**src/rtl/mem_ctrl_pkg.sv**
```systemverilog
// Shared widths, size codes and state encodings for the
// byte-serial memory controller.
package mem_ctrl_pkg;

    localparam int RAM_ADDR_W = 17;
    localparam int REG_W      = 32;

    localparam logic [1:0] SZ_BYTE = 2'b00;
    localparam logic [1:0] SZ_HALF = 2'b01;
    localparam logic [1:0] SZ_WORD = 2'b10;

    typedef enum logic [1:0] {
        S_IDLE  = 2'd0,
        S_READ  = 2'd1,
        S_WRITE = 2'd2,
        S_DONE  = 2'd3
    } state_t;

    function automatic logic [2:0] size_bytes(input logic [1:0] size);
        logic [2:0] n;
        n = 3'd4;
        if (size == SZ_BYTE) n = 3'd1;
        else if (size == SZ_HALF) n = 3'd2;
        return n;
    endfunction

endpackage

```
**src/rtl/mem_ctrl_load_ext.sv**
```systemverilog
// Zero/sign extension of an assembled little-endian load word
// according to the access size.
module mem_ctrl_load_ext
    import mem_ctrl_pkg::*;
(
    input  logic [REG_W-1:0] i_word,
    input  logic [1:0]       i_size,
    input  logic             i_sext,
    output logic [REG_W-1:0] o_word
);

    always_comb begin
        o_word = i_word;
        unique case (i_size)
            SZ_BYTE: o_word = {{24{i_sext & i_word[7]}}, i_word[7:0]};
            SZ_HALF: o_word = {{16{i_sext & i_word[15]}}, i_word[15:0]};
            default: o_word = i_word;
        endcase
    end

endmodule

```
**src/rtl/mem_ctrl.sv**
```systemverilog
// Byte-serial memory controller arbitrating fetch and data channels.
// Optional alignment check enabled by MEM_CTRL_MISALIGN_CHK_EN.
module mem_ctrl
    import mem_ctrl_pkg::*;
#(
    parameter int ADDR_W = RAM_ADDR_W,
    parameter int DATA_W = REG_W
)
(
    input  logic              clk,
    input  logic              rst,
    input  logic              if_req_i,
    input  logic [31:0]       if_addr_i,
    output logic              if_done_o,
    output logic [DATA_W-1:0] if_data_o,
    input  logic              mem_req_i,
    input  logic              mem_we_i,
    input  logic [31:0]       mem_addr_i,
    input  logic [DATA_W-1:0] mem_wdata_i,
    input  logic [1:0]        mem_size_i,
    input  logic              mem_sext_i,
    output logic              mem_done_o,
    output logic [DATA_W-1:0] mem_rdata_o,
`ifdef MEM_CTRL_MISALIGN_CHK_EN
    output logic              mem_misalign_o,
`endif
    output logic              busy_o,
    input  logic [7:0]        ram_din_i,
    output logic [ADDR_W-1:0] ram_addr_o,
    output logic [7:0]        ram_dout_o,
    output logic              ram_wr_o
);

    state_t              r_state;
    state_t              w_state_nxt;
    logic                r_owner_mem;
    logic [1:0]          r_size;
    logic                r_sext;
    logic [ADDR_W-1:0]   r_base;
    logic [DATA_W-1:0]   r_wdata;
    logic [2:0]          r_cnt;
    logic [DATA_W-1:0]   r_asm;
    logic [DATA_W-1:0]   r_if_data;
    logic [DATA_W-1:0]   r_mem_rdata;
    logic [2:0]          w_nbytes;
    logic [1:0]          w_lane;
    logic [DATA_W-1:0]   w_asm_nxt;
    logic [DATA_W-1:0]   w_ext;
    logic                w_mis;
    logic                w_unused;

    assign w_unused = ^{if_addr_i[31:ADDR_W], mem_addr_i[31:ADDR_W]};
    assign w_nbytes = size_bytes(r_size);

`ifdef MEM_CTRL_MISALIGN_CHK_EN
    logic r_mis;
    assign w_mis = ((mem_size_i == SZ_HALF) && mem_addr_i[0])
                 || ((mem_size_i[1] == 1'b1) && (mem_addr_i[1:0] != 2'b00));
    assign mem_misalign_o = (r_state == S_DONE) && r_mis;

    always_ff @(posedge clk or negedge rst) begin
        if (!rst) r_mis <= 1'b0;
        else if (r_state == S_IDLE) r_mis <= mem_req_i && w_mis;
    end
`else
    assign w_mis = 1'b0;
`endif

    always_comb begin
        w_state_nxt = r_state;
        unique case (r_state)
            S_IDLE: begin
                if (mem_req_i) begin
                    if (w_mis) w_state_nxt = S_DONE;
                    else if (mem_we_i) w_state_nxt = S_WRITE;
                    else w_state_nxt = S_READ;
                end else if (if_req_i) begin
                    w_state_nxt = S_READ;
                end
            end
            S_READ: if (r_cnt == w_nbytes) w_state_nxt = S_DONE;
            S_WRITE: if (r_cnt == w_nbytes - 3'd1) w_state_nxt = S_DONE;
            S_DONE: w_state_nxt = S_IDLE;
            default: w_state_nxt = S_IDLE;
        endcase
    end

    always_ff @(posedge clk or negedge rst) begin
        if (!rst) r_state <= S_IDLE;
        else r_state <= w_state_nxt;
    end

    // Byte returned now belongs to the address driven last cycle.
    assign w_lane = r_cnt[1:0] - 2'd1;

    always_comb begin
        w_asm_nxt = r_asm;
        w_asm_nxt[{w_lane, 3'b000} +: 8] = ram_din_i;
    end

    mem_ctrl_load_ext u_load_ext (
        .i_word (w_asm_nxt),
        .i_size (r_size),
        .i_sext (r_sext),
        .o_word (w_ext)
    );

    always_ff @(posedge clk or negedge rst) begin
        if (!rst) begin
            r_owner_mem <= 1'b0;
            r_size      <= SZ_BYTE;
            r_sext      <= 1'b0;
            r_base      <= '0;
            r_wdata     <= '0;
            r_cnt       <= 3'd0;
            r_asm       <= '0;
            r_if_data   <= '0;
            r_mem_rdata <= '0;
        end else begin
            unique case (r_state)
                S_IDLE: begin
                    r_cnt <= 3'd0;
                    r_asm <= '0;
                    if (mem_req_i) begin
                        r_owner_mem <= 1'b1;
                        r_size      <= mem_size_i;
                        r_sext      <= mem_sext_i;
                        r_base      <= mem_addr_i[ADDR_W-1:0];
                        r_wdata     <= mem_wdata_i;
                        if (w_mis) r_mem_rdata <= '0;
                    end else if (if_req_i) begin
                        r_owner_mem <= 1'b0;
                        r_size      <= SZ_WORD;
                        r_sext      <= 1'b0;
                        r_base      <= if_addr_i[ADDR_W-1:0];
                    end
                end
                S_READ: begin
                    r_cnt <= r_cnt + 3'd1;
                    if (r_cnt != 3'd0) r_asm <= w_asm_nxt;
                    if (r_cnt == w_nbytes) begin
                        if (r_owner_mem) r_mem_rdata <= w_ext;
                        else r_if_data <= w_asm_nxt;
                    end
                end
                S_WRITE: r_cnt <= r_cnt + 3'd1;
                default: r_cnt <= 3'd0;
            endcase
        end
    end

    assign busy_o      = (r_state != S_IDLE);
    assign if_done_o   = (r_state == S_DONE) && !r_owner_mem;
    assign mem_done_o  = (r_state == S_DONE) && r_owner_mem;
    assign if_data_o   = r_if_data;
    assign mem_rdata_o = r_mem_rdata;
    assign ram_wr_o    = (r_state == S_WRITE);
    assign ram_addr_o  = ((r_state == S_READ) || (r_state == S_WRITE))
                       ? r_base + ADDR_W'(r_cnt) : '0;
    assign ram_dout_o  = (r_state == S_WRITE)
                       ? r_wdata[{r_cnt[1:0], 3'b000} +: 8] : 8'h00;

endmodule

```
**config.mk**
```make
export PLATFORM = sky130hd
export DESIGN_NAME = mem_ctrl
export DESIGN_NICKNAME = d
export VERILOG_FILES = /design/src/rtl/mem_ctrl_pkg.sv /design/src/rtl/mem_ctrl_load_ext.sv /design/src/rtl/mem_ctrl.sv
export SDC_FILE = /design/constraint.sdc
export NUM_CORES = 1
export LEC_CHECK = 0
export CAP_MARGIN = 25
export CORE_MARGIN = 2
export CORE_UTILIZATION = 35
export CTS_CLUSTER_DIAMETER = 120
export CTS_CLUSTER_SIZE = 40
export DETAILED_ROUTE_END_ITERATION = 7
export PLACE_DENSITY = 0.7
export SKIP_LAST_GASP = 1
export SLEW_MARGIN = 20
export SYNTH_ARGS = -nofsm -noshare
export SYNTH_HDL_FRONTEND = slang
export SYNTH_SLANG_ARGS = --single-unit
```
**constraint.sdc**
```tcl
create_clock -name clk -period 5.62 [get_ports clk]
set_input_delay 0.843 -clock clk [delete_from_list [all_inputs] [get_ports clk]]
set_output_delay 0.843 -clock clk [all_outputs]
set_load 0.02 [all_outputs]
```
# Yosys cells after proc, flatten, opt, wreduce, memory -nomap -nowiden

Cells that the tools add are included.

$add $sub $neg: 5
Equal/unequal tests: 10
Shifts and indexed selects: 3
Mux-type cells: 22
Bitwise gates (word level): 3
Reduce and logical (&&, ||, !) cells: 17

Operator list:

| kind                                                                    | count |
|---|---|
| 32-bit one-hot mux with 2 select lines                                  | 2 |
| 17-bit two-way mux                                                      | 3 |
| 32-bit bitwise mux                                                      | 1 |
| 32-bit two-way mux                                                      | 1 |
| 8-bit by 7-bit variable shift with 32-bit output (first input constant) | 1 |
| 32-bit by 6-bit variable part select with 8-bit output                  | 1 |
| 8-bit by 7-bit variable part select with 32-bit output                  | 1 |
| 17-bit by 3-bit adder with 17-bit output                                | 1 |
| 2-bit two-way mux                                                       | 7 |
| 3-bit two-way mux                                                       | 3 |
| 3-bit AND reduction                                                     | 3 |
| 8-bit two-way mux                                                       | 1 |
| 2-bit one-hot mux with 4 select lines                                   | 1 |
| 5-bit negator with 7-bit output                                         | 1 |
| 3-bit equality test                                                     | 2 |
| 2-bit AND reduction                                                     | 3 |
| 2-bit nonzero test                                                      | 3 |
| 2-bit by 1-bit equality test with 1-bit output (second input constant)  | 2 |
| 2-bit equality test (second input constant)                             | 2 |
| 2-bit logical NOT                                                       | 2 |
| 2-bit != test (second input constant)                                   | 2 |
| 3-bit by 1-bit adder with 3-bit output (second input constant)          | 1 |
| 1-bit two-way mux                                                       | 3 |
| 3-bit != test (second input constant)                                   | 1 |
| other kinds (10)                                                        | 12 |

Register bits after elaboration: 154
Output and inout port bits: 93
Word-level logic and storage cells: 70

# Logic depth before layout (Yosys ltp)

Word-level depth: 7
Depth in mapped cells: 10
Depth with buffers taken out: 8

# Modules after synthesis

From an unflattened synthesis, not the netlist that was laid out.

Cells, all modules: 705
Area total of the unflattened synthesis: 7820.0 um^2

By module, submodules not included:

| module            | instances | cells each | area an instance (um^2) | seq. area each (um^2) |
|---|---|---|---|---|
| mem_ctrl          | 1         | 639        | 7434.6                  | 3853.7 |
| mem_ctrl_load_ext | 1         | 66         | 385.4                   | 0.0 |

# Worst setup path before layout

No wires, ideal clock.

Path type: reg-to-output
From: register r_cnt[1]
To: output ram_addr_o[12]
Data arrival time: 2.405 ns
Required time: 4.777 ns
Setup slack: 2.372 ns
Cell stages (with the launch flop): 9
Path through: dfrtp_1 -> buf_2 -> clkinv_1 -> fa_1 -> nand2b_1 -> a211oi_1 -> nand4_1 -> xor2_1 -> nor2b_1

Word-level cells in the longest chain between the ends: 2

RTL lines:

| item                                     | line            | RTL |
|---|---|---|
| start: declaration                       | mem_ctrl.sv:41  | `logic [2:0] r_cnt;` |
| start signal: assignment                 | mem_ctrl.sv:139 | `r_cnt <= r_cnt + 3'd1;` |
| start signal: assignment                 | mem_ctrl.sv:146 | `S_WRITE: r_cnt <= r_cnt + 3'd1;` |
| 17-bit by 3-bit adder with 17-bit output | mem_ctrl.sv:159 | `? r_base + ADDR_W'(r_cnt) : '0;` |
| 17-bit two-way mux                       | mem_ctrl.sv:159 |  |
| end: declaration                         | mem_ctrl.sv:29  | `output logic [ADDR_W-1:0] ram_addr_o,` |

Every way passes these cells.

# Final worst setup path

From: register r_cnt[1]
To: output ram_addr_o[16]

The elaborated chain is that of the path after synthesis.

==> flow_metrics.py <==
metrics = {
    "die": {
        "start_util_pct": 35.59,
        "ioPinCount": 205,
        "dieArea_um2": 22560,
        "rows": 53,
        "core_area_um2": 21020,
        "die_height_um": 150.2,
        "die_x_um": 150.2,
    },
    "place": {
        "finalWeightedCongestion": 0.7891,
        "place_ws_ns": 1.895,
        "port-buffer-count": 174,
        "dp.final_hpwl_um": 12810,
    },
    "detailed_routing": {
        "wl_per_cell_um": 15.79,
        "vias": 5519,
        "drc_errors": 0,
        "drt-pass1-iter-count": 5,
        "drt-initial-drc-count": 364,
        "postRouteAntennaNets": 0,
        "drt-total-wl_um": 18140,
        "avgViaCountPerCell": 4.803,
    },
    "critical_path": {
        "path_class": "register to output pin",
        "path_max_fanout": 5,
        "cp-end-kind": "output pin",
        "crit_chain": "clkinv_1, fa_1, nand2b_1, a211oi_1, nand3_1, xnor2_1, and2_1, clkdlybuf4s50_1",
        "cp_data_arrival_time_ns": 3.27,
        "max_stage_delay_ns": 0.61,
        "cp-start-kind": "register",
        "cp.required_ns": 4.78,
        "critPathSlowestCell": "clkdlybuf4s50_1",
    },
    "yosys": {
        "yosysWarnings": 0,
        "synth-main-ff-cell": "dfrtp_1",
        "yosysMostFrequentCell": "dfrtp_1",
        "netlist-cell-type-count": 54,
        "synth_area_um2": 7481,
        "ys_ff_latch": 154,
        "synth_edf_count": 0,
        "yosys-top-cells-count": "dfrtp_1 (154), a21oi_1 (89), nor2_1 (68)",
        "ys_async_sr_fraction_pct": 100.0,
        "synth_area_leaders": "dfrtp_1 (52%), a21oi_1 (6.0%), mux2_2 (4.8%)",
        "syn_nets": 825,
        "synth_area_per_cell_um2": 10.69,
        "synth_top_area_share_pct": 51.51,
        "synth_largest_area_cell": "dfrtp_1",
        "ys_seq_area_share_pct": 51.51,
        "synthCells": 700,
    },
    "sta": {
        "setup_ws_ns": 1.505,
        "hold_viol": 0,
        "slew_headroom_pct": 36.34,
        "finalCriticalPeriod_ns": 4.115,
        "tightest_slew_ns": 0.9549,
        "fmax_mhz": 243.0,
        "drv_slew": 0,
        "period_share_pct": 73.22,
        "finalSetupViolations": 0,
        "rsz0062_at_grt": "no",
        "tns_ns": 0,
        "skew_ns": 0.009050,
    },
    "global_route": {
        "grt_pass1_wl_um": 29170,
        "antenna_found_initial": 0,
        "grt_max_degree": 112,
        "gr-total-overflow": 0,
        "grt_pass1_vias": 5533,
        "grt_use_total_pct": 16.69,
    },
    "cts": {
        "clk_latency_ns": 0.42,
        "cts-root-buf": "clkbuf_16",
        "cts.sinks": 154,
        "cts_resized": 0,
        "cts-hold-fix-buffers": 0,
        "cts_buffers": 17,
        "cts_buffer_depth": 2,
        "cts_setup_buffers": 0,
        "cts.htree.levels": 4,
        "clk_pin_slew_ns": 0.06,
        "cts_tree": "done",
    },
    "power_and_ir_drop": {
        "pwr_density_cell_nw_per_um2": 581.6,
        "p_leak_nw": 4.223,
        "ir_drop_mv": 0.2898,
    },
    "flow_run": {
        "max-cap-violations": 0,
    },
    "cells_and_area": {
        "area_growth_pct": 34.84,
        "final_nets": 988,
        "diodes": 0,
        "layout-drive-gt1-share_pct": 11.56,
    },
    "run_status": {
        "status": "complete, no violations",
    },
    "worst_hold_path": {
        "hold_path.class": "register to register",
    },
}
-- state kept, by name, indices dropped and copies added, names as in the netlist --
name,cells
r_wdata,32
r_owner_mem,1
r_size,2
mem_rdata_o,32
r_state,2
r_base,17
r_sext,1
if_data_o,32
r_cnt,3
r_asm,32
-- worst paths after layout --
path / startpoint / to / slack, ns / cells after the start
worst max-delay path: r_cnt[1]$_DFF_PN0_ / ram_addr_o[16] / 1.50 / 8
worst min-delay path: r_asm[15]$_DFFE_PN0P_ / r_asm[15]$_DFFE_PN0P_ / 0.47 / 2
worst max register to register: r_cnt[0]$_DFF_PN0_ / r_asm[3]$_DFFE_PN0P_ / 2.19 / 8
min in group asynchronous: rst / mem_rdata_o[26]$_DFFE_PN0P_ / 0.51 / 1
max in group asynchronous: rst / r_base[12]$_DFFE_PN0P_ / 3.92 / 2
worst min register to register: r_asm[15]$_DFFE_PN0P_ / r_asm[15]$_DFFE_PN0P_ / 0.47 / 2
-- metrics by stage --
| stage | std cells | hold WS, ns | util, % | instance area (um^2) | total power, W |
|---|---|---|---|---|---|
| finish | 1149 | 0.4709 | 47.99 | 10090 | 0.005866 |
| global route | 1149 | 0.4941 | 47.99 | 10090 | 0.006275 |
| CTS | 1149 | 0.4760 | 47.97 | 10080 | 0.005947 |
| detailed placement | 1119 | 0.4618 | 45.02 | 9464 | 0.004704 |
| global placement | 1118 | 0.4543 | 44.89 | 9437 | 0.004641 |
| floorplan | 700 | 0.4422 | - | 7481 | 0.003591 |
-- logic make-up (layout without fill, tap and decap cells) --
group / count (synthesis) / count (layout) / share of synthesized area (%)
compound gates: 173 / 173 / 15.14
xor+xnor: 16 / 16 / 1.873
fa+ha+maj: 13 / 13 / 2.275
buf+inv: 57 / 231 / 3.512
flops: 154 / 154 / 51.51
mux: 60 / 60 / 10.09
simple gates: 227 / 227 / 15.60
-- power by group --
part	switching (W)	internal (W)	total, W	leakage [nW]
Clock	0.000453	0.000763	0.00122	0.301
Sequential	0.000309	0.00158	0.00189	1.85
Combinational	0.00145	0.00131	0.00276	2.07
-- worst max-delay path: cells and delay by family (launching register included) --
kind,cells,cell delay [ns]
flops,1,0.35
buf+inv,2,0.82
simple gates,3,0.53
xor+xnor,1,0.16
fa+ha+maj,1,0.47
compound gates,1,0.53
-- routing by layer --
layer | GRT usage [%] | wire (um) | vias up | part of all wire, %
li1 | - | - | 2731 | -
met1 | 22.18 | 8315 | 2620 | 46
met2 | 26.67 | 8467 | 155 | 47
met3 | 5.424 | 1184 | 13 | 6.5
met4 | 3.774 | 170 | 0 | 0.94
met5 | 0 | 0 | - | 0
-- cell type report --
cell class | count | area [um^2]
Fill cell | 1984 | 10930
Timing Repair Buffer | 183 | 1833
Clock buffer | 19 | 452.9
Inverter | 18 | 67.56
Clock inverter | 11 | 167.7
Tap cell | 275 | 344.1
Sequential cell | 154 | 3854
Multi-Input combinational cell | 489 | 3368
-- cells in the final DEF, fill, tap and decap left out, types with 2 or more instances in the layout --
master / netlist / final
xnor2_1: 7 / 7
nand3_1: 3 / 3
clkinv_2: 0 / 3
dfrtp_1: 154 / 154
mux2_2: 32 / 32
and3_1: 6 / 6
xor2_1: 9 / 9
a211oi_1: 2 / 2
o21ai_2: 1 / 2
clkbuf_8: 0 / 3
nor2b_1: 40 / 40
clkinvlp_4: 0 / 2
a21oi_1: 89 / 89
o21ai_0: 44 / 43
a32o_1: 2 / 2
buf_4: 4 / 8
bufinv_16: 0 / 4
nor2_1: 68 / 68
nand4_1: 4 / 4
mux4_2: 8 / 8
a31oi_4: 10 / 10
clkbuf_16: 0 / 17
a22o_1: 7 / 7
a21oi_4: 2 / 2
mux2i_1: 18 / 18
a31oi_1: 7 / 7
inv_6: 0 / 2
nand2_1: 54 / 54
clkdlybuf4s50_1: 0 / 173
and2_1: 21 / 21
inv_1: 17 / 17
ha_1: 12 / 12
nand2b_1: 20 / 20
Note: power is estimated with default switching activity, not from simulation.
